**src/rtl/seq_sched_pkg.sv**
```systemverilog
// Shared types and helpers for the round-robin serial pattern detector scheduler.
package seq_sched_pkg;

    typedef enum logic [1:0] {
        IDLE,
        LOAD,
        STREAM,
        REPORT
    } state_e;

    // Pattern loaded at reset, resized to the configured pattern width where used.
    localparam logic [3:0] DEFAULT_PAT = 4'b1011;

    // Ceiling log2 with a floor of 1 so derived vectors never collapse to zero width.
    function automatic int clog2(input int n);
        int r;
        r = 0;
        for (int v = 1; v < n; v = v * 2) begin
            r = r + 1;
        end
        return (r < 1) ? 1 : r;
    endfunction

endpackage

```
**src/rtl/seq_pat_match.sv**
```systemverilog
// Serial pattern matcher: LSB-first history shift register, fill tracking,
// programmable compare and a registered one-cycle match flag.
module seq_pat_match
    import seq_sched_pkg::*;
#(
    parameter int PAT_W = 4
) (
    input  logic             clk,
    input  logic             rst,
    input  logic             clr_i,
    input  logic             shift_en_i,
    input  logic             bit_i,
    input  logic [PAT_W-1:0] pattern_i,
    output logic             hit_o,
    output logic             flag_o
);

    localparam int FILL_W = clog2(PAT_W + 1);

    logic [PAT_W-1:0]  shift_q;
    logic [PAT_W-1:0]  shift_d;
    logic [FILL_W-1:0] fill_q;
    logic [FILL_W-1:0] fill_d;
    logic              flag_q;

    // Look ahead at the history as it will be after this bit, so a match is known in the accepting cycle.
    always_comb begin
        shift_d = PAT_W'({shift_q, bit_i});
        fill_d  = (fill_q == FILL_W'(PAT_W)) ? fill_q : fill_q + 1'b1;
        hit_o   = shift_en_i && (fill_d == FILL_W'(PAT_W)) && (shift_d == pattern_i);
    end

    // History, fill and flag registers; clearing wipes history so frames never match across each other.
    always_ff @(posedge clk or posedge rst) begin
        if (rst) begin
            shift_q <= '0;
            fill_q  <= '0;
            flag_q  <= 1'b0;
        end else if (clr_i) begin
            shift_q <= '0;
            fill_q  <= '0;
            flag_q  <= 1'b0;
        end else begin
            if (shift_en_i) begin
                shift_q <= shift_d;
                fill_q  <= fill_d;
            end
            flag_q <= hit_o;
        end
    end

    assign flag_o = flag_q;

endmodule

```
**src/rtl/seq_detect_sched.sv**
```systemverilog
// Round-robin scheduler sharing one serial pattern matcher between N_CH requesters.
// Optional idle timeout per frame is compiled in with SEQ_SCHED_TIMEOUT_EN.
module seq_detect_sched
    import seq_sched_pkg::*;
#(
    parameter int N_CH      = 4,
    parameter int PAT_W     = 4,
    parameter int FRAME_LEN = 16,
    parameter int CNT_W     = 8,
    parameter int TIMEOUT   = 32
) (
    input  logic                     clk,
    input  logic                     rst,
    input  logic                     cfg_we,
    input  logic [PAT_W-1:0]         cfg_pattern,
    input  logic [N_CH-1:0]          req,
    input  logic [N_CH-1:0]          din,
    input  logic [N_CH-1:0]          din_vld,
    output logic [N_CH-1:0]          grant,
    output logic                     flag,
    output logic                     done,
    output logic [clog2(N_CH)-1:0]   done_ch,
    output logic [CNT_W-1:0]         match_cnt,
    output logic                     done_abort
);

    localparam int CH_W  = clog2(N_CH);
    localparam int BIT_W = clog2(FRAME_LEN + 1);
    localparam logic [N_CH-1:0] ONE_HOT0 = N_CH'(1);

    state_e            state_q;
    logic [CH_W-1:0]   cur_q;
    logic [CH_W-1:0]   rr_q;
    logic [PAT_W-1:0]  shadow_q;
    logic [PAT_W-1:0]  pat_q;
    logic [BIT_W-1:0]  bit_cnt_q;
    logic [CNT_W-1:0]  frame_cnt_q;
    logic [N_CH-1:0]   grant_q;
    logic              done_q;
    logic [CH_W-1:0]   done_ch_q;
    logic [CNT_W-1:0]  match_cnt_q;

    logic [CH_W-1:0]   pick_d;
    logic [CH_W-1:0]   idx_c;
    logic              found;
    int                idx;
    logic [CH_W-1:0]   rr_d;
    logic [CNT_W-1:0]  cnt_d;
    logic              cur_bit;
    logic              cur_vld;
    logic              accept;
    logic              last_bit;
    logic              frame_end;
    logic              hit;
    logic              pm_flag;

`ifdef SEQ_SCHED_TIMEOUT_EN
    localparam int TO_W = clog2(TIMEOUT + 1);
    logic [TO_W-1:0]   idle_q;
    logic              idle_expire;
    logic              abort_q;
`else
    logic              unused_timeout;
    assign unused_timeout = ^TIMEOUT;
`endif

    // Search requesters starting at the round-robin pointer and wrapping, first set bit wins.
    always_comb begin
        pick_d = rr_q;
        found  = 1'b0;
        idx    = 0;
        idx_c  = '0;
        for (int i = 0; i < N_CH; i++) begin
            idx = int'(rr_q) + i;
            if (idx >= N_CH) begin
                idx = idx - N_CH;
            end
            idx_c = CH_W'(idx);
            if (!found && req[idx_c]) begin
                pick_d = idx_c;
                found  = 1'b1;
            end
        end
    end

    // Per-cycle frame decode: accepted bit, saturating count including this bit, and frame end.
    always_comb begin
        cur_bit   = din[cur_q];
        cur_vld   = din_vld[cur_q];
        accept    = (state_q == STREAM) && cur_vld;
        last_bit  = accept && (bit_cnt_q == BIT_W'(FRAME_LEN - 1));
        cnt_d     = (hit && (frame_cnt_q != '1)) ? frame_cnt_q + 1'b1 : frame_cnt_q;
        rr_d      = (cur_q == CH_W'(N_CH - 1)) ? '0 : cur_q + 1'b1;
`ifdef SEQ_SCHED_TIMEOUT_EN
        idle_expire = (state_q == STREAM) && !cur_vld && (idle_q == TO_W'(TIMEOUT - 1));
        frame_end   = last_bit || idle_expire;
`else
        frame_end   = last_bit;
`endif
    end

    // Shadow pattern takes every write; the matcher only sees it once a new frame loads.
    always_ff @(posedge clk or posedge rst) begin
        if (rst) begin
            shadow_q <= PAT_W'(DEFAULT_PAT);
        end else if (cfg_we) begin
            shadow_q <= cfg_pattern;
        end
    end

    // Scheduler FSM with registered grant and report outputs.
    always_ff @(posedge clk or posedge rst) begin
        if (rst) begin
            state_q     <= IDLE;
            cur_q       <= '0;
            rr_q        <= '0;
            pat_q       <= PAT_W'(DEFAULT_PAT);
            bit_cnt_q   <= '0;
            frame_cnt_q <= '0;
            grant_q     <= '0;
            done_q      <= 1'b0;
            done_ch_q   <= '0;
            match_cnt_q <= '0;
`ifdef SEQ_SCHED_TIMEOUT_EN
            idle_q      <= '0;
            abort_q     <= 1'b0;
`endif
        end else begin
            done_q <= 1'b0;
            case (state_q)
                IDLE: begin
                    if (|req) begin
                        cur_q   <= pick_d;
                        state_q <= LOAD;
                    end
                end
                LOAD: begin
                    bit_cnt_q   <= '0;
                    frame_cnt_q <= '0;
                    pat_q       <= shadow_q;
                    grant_q     <= ONE_HOT0 << cur_q;
`ifdef SEQ_SCHED_TIMEOUT_EN
                    idle_q      <= '0;
`endif
                    state_q     <= STREAM;
                end
                STREAM: begin
                    if (accept) begin
                        bit_cnt_q   <= bit_cnt_q + 1'b1;
                        frame_cnt_q <= cnt_d;
                    end
`ifdef SEQ_SCHED_TIMEOUT_EN
                    idle_q <= accept ? '0 : idle_q + 1'b1;
`endif
                    if (frame_end) begin
                        grant_q     <= '0;
                        done_q      <= 1'b1;
                        done_ch_q   <= cur_q;
                        match_cnt_q <= cnt_d;
`ifdef SEQ_SCHED_TIMEOUT_EN
                        abort_q     <= !last_bit;
`endif
                        state_q     <= REPORT;
                    end
                end
                REPORT: begin
                    rr_q    <= rr_d;
                    state_q <= IDLE;
                end
                default: begin
                    state_q <= IDLE;
                end
            endcase
        end
    end

    seq_pat_match #(
        .PAT_W (PAT_W)
    ) u_match (
        .clk        (clk),
        .rst        (rst),
        .clr_i      (state_q == LOAD),
        .shift_en_i (accept),
        .bit_i      (cur_bit),
        .pattern_i  (pat_q),
        .hit_o      (hit),
        .flag_o     (pm_flag)
    );

    assign grant     = grant_q;
    assign flag      = pm_flag;
    assign done      = done_q;
    assign done_ch   = done_ch_q;
    assign match_cnt = match_cnt_q;
`ifdef SEQ_SCHED_TIMEOUT_EN
    assign done_abort = abort_q;
`else
    assign done_abort = 1'b0;
`endif

endmodule
```
**config.mk**
```make
export PLATFORM = sky130hd
export DESIGN_NAME = seq_detect_sched
export DESIGN_NICKNAME = d
export VERILOG_FILES = /design/src/rtl/seq_sched_pkg.sv /design/src/rtl/seq_pat_match.sv /design/src/rtl/seq_detect_sched.sv
export SDC_FILE = /design/constraint.sdc
export NUM_CORES = 1
export LEC_CHECK = 0
export CAP_MARGIN = 20
export CORE_MARGIN = 8
export CORE_UTILIZATION = 47
export CTS_BUF_LIST = sky130_fd_sc_hd__clkbuf_4
export CTS_CLUSTER_DIAMETER = 150
export DETAILED_ROUTE_END_ITERATION = 10
export GPL_ROUTABILITY_DRIVEN = 0
export GPL_TIMING_DRIVEN = 0
export PLACE_DENSITY = 0.75
export SETUP_SLACK_MARGIN = 0.2
export SYNTH_ARGS = -nofsm -noshare
export SYNTH_HDL_FRONTEND = slang
export SYNTH_HIERARCHICAL = 1
export SYNTH_SLANG_ARGS = --single-unit
```
**constraint.sdc**
```tcl
create_clock -name clk -period 3.7 [get_ports clk]
set_clock_uncertainty 0.15 [all_clocks]
set_input_delay 0.555 -clock clk [delete_from_list [all_inputs] [get_ports clk]]
set_output_delay 0.555 -clock clk [all_outputs]
set_load 0.01 [all_outputs]
```
==> results of run 1 <==
final timing paths:
path / start / cells after the start / to / slack, ps
max: din_vld[1] / 14 / match_cnt[7] / 470
min in group clk: bit_cnt_q[3] / 1 / bit_cnt_q[3] / 330
min reg2reg: bit_cnt_q[3] / 1 / bit_cnt_q[3] / 330
max reg2reg: cur_q[0] / 13 / match_cnt[7] / 520
min: rst / 2 / u_match/shift_q[2] / 300
max in group asynchronous: rst / 2 / done / 2310
layout by cell type (no fill, tap or decap), types with 6 or more instances in the layout:
cell and instances:
dfrtp_1 43, clkdlybuf4s50_1 34, nand2_1 30, nor2_1 20, o21ai_0 16, inv_1 13
ha_1 13, mux2_2 11, nand3_1 11, mux2i_1 10, a21oi_1 9, clkbuf_4 6
dfstp_2 6
worst register-to-register path, stage by stage, from the launching register on:
cell	delay [ps]
dfrtp_1	500
mux4_2	430
nand2_2	80
buf_6	150
inv_6	60
buf_12	120
buf_2	210
nor2b_1	160
nand4_1	160
nor2_2	200
and4_1	320
nor2b_1	270
and3_1	200
o31ai_1	70
logic make-up after synthesis:
| group | count (synthesis) | synth area share, % |
|---|---|---|
| xor+xnor | 7 | 2.36 |
| mux | 23 | 10.5 |
| buf+inv | 27 | 5.49 |
| flops | 49 | 47.5 |
| compound gates | 49 | 12.8 |
| other cells | 1 | 0.144 |
| simple gates | 82 | 14.9 |
| fa+ha+maj | 13 | 6.27 |
per-layer routing:
layer	share of wire, %	global-route usage (%)
met1	48	15.5
met2	48	22.3
met3	3.7	3.41
met4	0.65	2.91
met5	0	0
where the power goes:
group | leakage (nW) | internal [mW] | switching [mW]
clock | 0.0456 | 0.149 | 0.168
combinational | 0.680 | 0.355 | 0.360
sequential | 0.635 | 0.674 | 0.114
total | 1.36 | 1.18 | 0.642
per-stage QoR:
stage | area, µm² | hold slack, ps
2_1_floorplan | 2600 | 208
3_3_place_gp | 3030 | 310
3_5_place_dp | 3030 | 319
4_1_cts | 3110 | 310
5_1_grt | 3110 | 330
6_report | 3110 | 304
flip-flops by register name, summed over array words and instances (netlist names):
name             flops
bit_cnt_q            5
frame_cnt_q          8
cur_q                2
shadow_q             4
u_match/shift_q      3
rr_q                 2
state_q              2
match_cnt            8
pat_q                4
u_match/fill_q       3
u_match/flag_o       1
done_ch              2
grant                4
done                 1
cells in the mapped netlist (all sizes together), types with 2 or more instances:
cell    instances
a22o            3
inv            15
dfrtp          43
nand3          12
ha             13
mux4            2
a21oi          11
nor2           21
nor3            2
nand2          31
mux2i          10
clkbuf          4
nor2b           5
xor2            2
a311oi          2
o31ai           3
mux2           11
xnor2           5
a211oi          2
nand2b          2
o22ai           2
and3            3
nand4           3
o21ai          17
dfstp           6
buf             8
timing repair:
item | 4_1_cts | 5_1_grt
endpoints found under the setup margin | 0 | 2
buffers inserted | 0 | 0
gates resized for setup | 0 | 1
cell type report:
cell class              count  area (µm²)
clock inverters             2        35.0
plain buffers              12        81.3
repair buffers             34         340
well taps                  72        90.1
multi-input cells         175        1220
flip-flops and latches     49        1230
fillers                   487        2300
inverters                  15        61.3
clock buffers               6        45.0
==> flow_metrics.tcl, run 1 <==
set metrics [dict create \
    synth_top_area_share_pct 41.4 \
    synthTopCellsByArea "dfrtp_1 41%, ha_1 6.3%, dfstp_2 6.1%" \
    core_um2 5410 \
    crit_slowest_cell "clkdlybuf4s50_1" \
    cp_data_arrival_time_ps 3330 \
    power_density_nw_per_um2 586 \
    clkSinkCount 49 \
    fp.dieArea_um2 8160 \
    crit_required_ps 3800 \
    placementRows 27 \
    antenna_found_initial 0 \
    diodes 0 \
    post-route-min-period_ps 3230 \
    post-route-util_pct 57.5 \
    fin_tns_setup_ps 0 \
    maxCapViolCount 0 \
    setup_slack_ps 473 \
    leakage_nw 1.36 \
    viasPerCell 5.30 \
    wl_per_cell_um 13.6 \
    yosys.area.top_type "dfrtp_1" \
    hold_viol_final 0 \
    max_slew.worst_pin.slew_ps 862 \
    ys.flop_type "dfrtp_1" \
    synth.yosys.seq_area_share_pct 47.5 \
    cts_tree "yes" \
    drc_errors 0 \
    clock_tree.buffer_depth 2 \
    instances_no_fill 365 \
    grt_pass1_vias 1964 \
    p_total_mw 1.82 \
    relSlewSlack_pct 42.4 \
    die_y_um 90.3 \
    end_kind "flip-flop" \
    dp_cells 357 \
    path_max_fanout 10 \
    vias 1934 \
    grt_use_total_pct 12.9 \
    die_w_um 90.3 \
    grt-ovfl-total 0 \
    cts_made_buffers 5 \
    grt_max_degree 43 \
    period_share_pct 87.2 \
    hold_class "input port to asynchronous set/reset pin" \
    start_util_pct 48.0 \
    synth_edf_count 0 \
    path_class "input port to flip-flop" \
    fmax_mhz 310 \
    layout-drive-gt1-share_pct 15.0 \
    antenna_left 0 \
    critPathMaxStageDelay_ps 480 \
    path_buf_inv 5 \
    pre_cts_ws_ps 31.9 \
    synthArstFlopShare_pct 100 \
    ir_drop_mv 0.396 \
    htreeDepth 2 \
    fin_nets 324 \
    io_pins 36 \
    drt-total-wl_mm 4.95 \
    drt-pass1-iter-count 4 \
    path_delay_family "simple AND/OR/NAND/NOR gates" \
    cts-root-buf "clkbuf_4" \
    synth-seq-cells 49 \
    outcome "completed" \
    grt_pass1_wl_mm 8.85 \
    drt-initial-drc-count 73 \
    synth.avg_cell_area_um2 10.3 \
    synthToLayoutAreaGrowth_pct 19.8 \
    setup_violations 0 \
    hold_buffers 0 \
    path_clk_slew_ps 140 \
    clk_latency_ps 360 \
    yosys_warnings 6 \
    syn_inst 251 \
    dpl.hpwl_mm 3.83 \
    port_buffers 34 \
    critPathLaunchType "input port" \
    ys_types 51 \
    path_cells "clkdlybuf4s50_1, mux4_2, nand2_2, buf_6, inv_6, buf_12, buf_2, nor2b_1, nand4_1, nor2_2, and4_1, nor2b_1, and3_1, o31ai_1" \
    rsz0062_at_grt "false" \
    syn-num-nets 283 \
    final_max_slew_viol_count 0 \
    syn_area_um2 2600 \
    worst_path_most_repeated_cell "nor2b_1" \
]
No activity file was read; power rests on OpenSTA's default activity.
==> run 2, diff against run 1 <==
Settings changed: CORE_ASPECT_RATIO from default to 0.75, CORE_UTILIZATION 47 to 55, PLACE_DENSITY 0.75 to 0.85.
==> run 2 against run 1 <==
  * Clock power down 20%
  * Sequential power about the same
  * Sequential cell count unchanged
  * Critical path depth unchanged
  * Cell count down 4.1%
  * Setup slack worse by 30 ps
  * Register-to-register slack worse by 40 ps
  * Core utilization up 11 points
  * Sequential share of layout area up 0.53 points
  * Global-route usage up 3.1 points
  * Critical endpoint is now frame_cnt_q[5]
  * Highest routed layer unchanged
==> flow_metrics.tcl, run 2 (synthesized netlist as in run 1, its figures left out) <==
set metrics [dict create \
    cts_setup_buffers 0 \
    wl_per_cell_um 15.1 \
    antenna_left 0 \
    drc_errors 0 \
    pre_cts_ws_ps -39.3 \
    hold_viol_final 0 \
    die_y_um 75.5 \
    setup_slack_ps 443 \
    relSlewSlack_pct 41.9 \
    final_common_cell "dfrtp_1" \
    viasPerCell 5.54 \
    io_pins 36 \
    setup_violations 0 \
    most-common-layout-cells "43 x dfrtp_1, 34 x clkdlybuf4s50_1, 30 x nand2_1, 20 x nor2_1, 16 x o21ai_0" \
    ir_drop_mv 0.336 \
    crit_required_ps 3830 \
    placementRows 21 \
    path_clk_slew_ps 140 \
    grt-ovfl-total 0 \
    ff2ff_path_depth 13 \
    fin_nets 324 \
    antenna_found_initial 0 \
    dpl.hpwl_mm 4.01 \
    post-route-min-period_ps 3260 \
    diodes 0 \
    core_um2 4490 \
    max_slew.worst_pin.slew_ps 871 \
    cp_data_arrival_time_ps 3390 \
    fin_tns_setup_ps 0 \
    hold_buffers 0 \
    hold_class "input port to asynchronous set/reset pin" \
    maxCapViolCount 0 \
    drt-initial-drc-count 117 \
    cts_made_buffers 5 \
    grt_use_total_pct 16.0 \
    instances_no_fill 350 \
    dp_cells 342 \
    clock_tree.buffer_depth 2 \
    clkSinkCount 49 \
    power_density_nw_per_um2 578 \
    htreeDepth 2 \
    cts-root-buf "clkbuf_4" \
    vias 1939 \
    fp.dieArea_um2 7200 \
    path_class "input port to flip-flop" \
    outcome "completed" \
    leakage_nw 1.35 \
    synthToLayoutAreaGrowth_pct 18.2 \
    grt_max_degree 43 \
    drt-total-wl_mm 5.30 \
    path_max_fanout 10 \
    period_share_pct 88.0 \
    layout-drive-gt1-share_pct 15.0 \
    final_max_slew_viol_count 0 \
    rsz0062_at_grt "false" \
    grt_pass1_wl_mm 9.04 \
    cts_tree "yes" \
    grt_pass1_vias 1917 \
    port_buffers 34 \
    start_util_pct 57.8 \
    drt-pass1-iter-count 4 \
    die_w_um 95.3 \
    clk_latency_ps 370 \
    end_kind "flip-flop" \
    critPathLaunchType "input port" \
    whs_ps 310 \
    fmax_mhz 307 \
]
run 2: where the power goes:
part	total, mW	switching, mW	internal (mW)	leakage [nW]
clock network	0.254	0.165	0.0891	0.0361
logic	0.733	0.376	0.356	0.680
registers	0.787	0.112	0.674	0.635
run 2: path summary, 6_finish.rpt:
path | start | end | slack [ps]
setup / recovery | din_vld[0] | frame_cnt_q[5] | 440
hold / removal | rst | u_match/flag_o | 310
setup reg to reg | cur_q[0] | frame_cnt_q[5] | 480
hold reg to reg | bit_cnt_q[3] | bit_cnt_q[3] | 330
max in group asynchronous | rst | pat_q[2] | 2300
min in group clk | bit_cnt_q[3] | bit_cnt_q[3] | 330
run 2: final cells by class:
| class | count | area [µm²] |
|---|---|---|
| sequential | 49 | 1230 |
| multi-input combinational | 175 | 1220 |
| clock inverter | 1 | 5.00 |
| tap | 57 | 71.3 |
| fill | 363 | 1430 |
| inverter | 15 | 61.3 |
| buffer | 12 | 81.3 |
| timing repair buffer | 34 | 340 |
| clock buffer | 7 | 52.6 |
run 2: metrics by stage:
step                instance area, µm²  util, %  power [mW]
global placement                  3010     66.9        1.49
floorplan                         2600        -        1.32
detailed placement                3010     66.9        1.53
CTS                               3070     68.2        1.78
finish                            3070     68.3        1.77
global route                      3070     68.3        1.91
run 2: timing repair:
| item | in CTS | in global routing |
|---|---|---|
| setup endpoints to repair | 0 | 1 |
| endpoints found under the hold margin | 0 | 0 |
| gates resized for setup | 0 | 1 |
run 2: layer usage:
| layer | routed length [µm] | track usage (%) |
|---|---|---|
| met1 | 2530 | 21.0 |
| met2 | 2430 | 25.4 |
| met3 | 277 | 4.33 |
| met4 | 59 | 4.83 |
| met5 | 0 | 0 |
run 2: worst max-delay path: stages:
cell	delay, ps
clkdlybuf4s50_1	500
mux4_2	300
nand2_2	80
buf_6	140
inv_6	60
buf_12	120
buf_2	210
nor2b_1	160
nand4_1	170
nor2_2	210
and4_1	330
and3_1	250
a21oi_2	70
a311oi_1	240
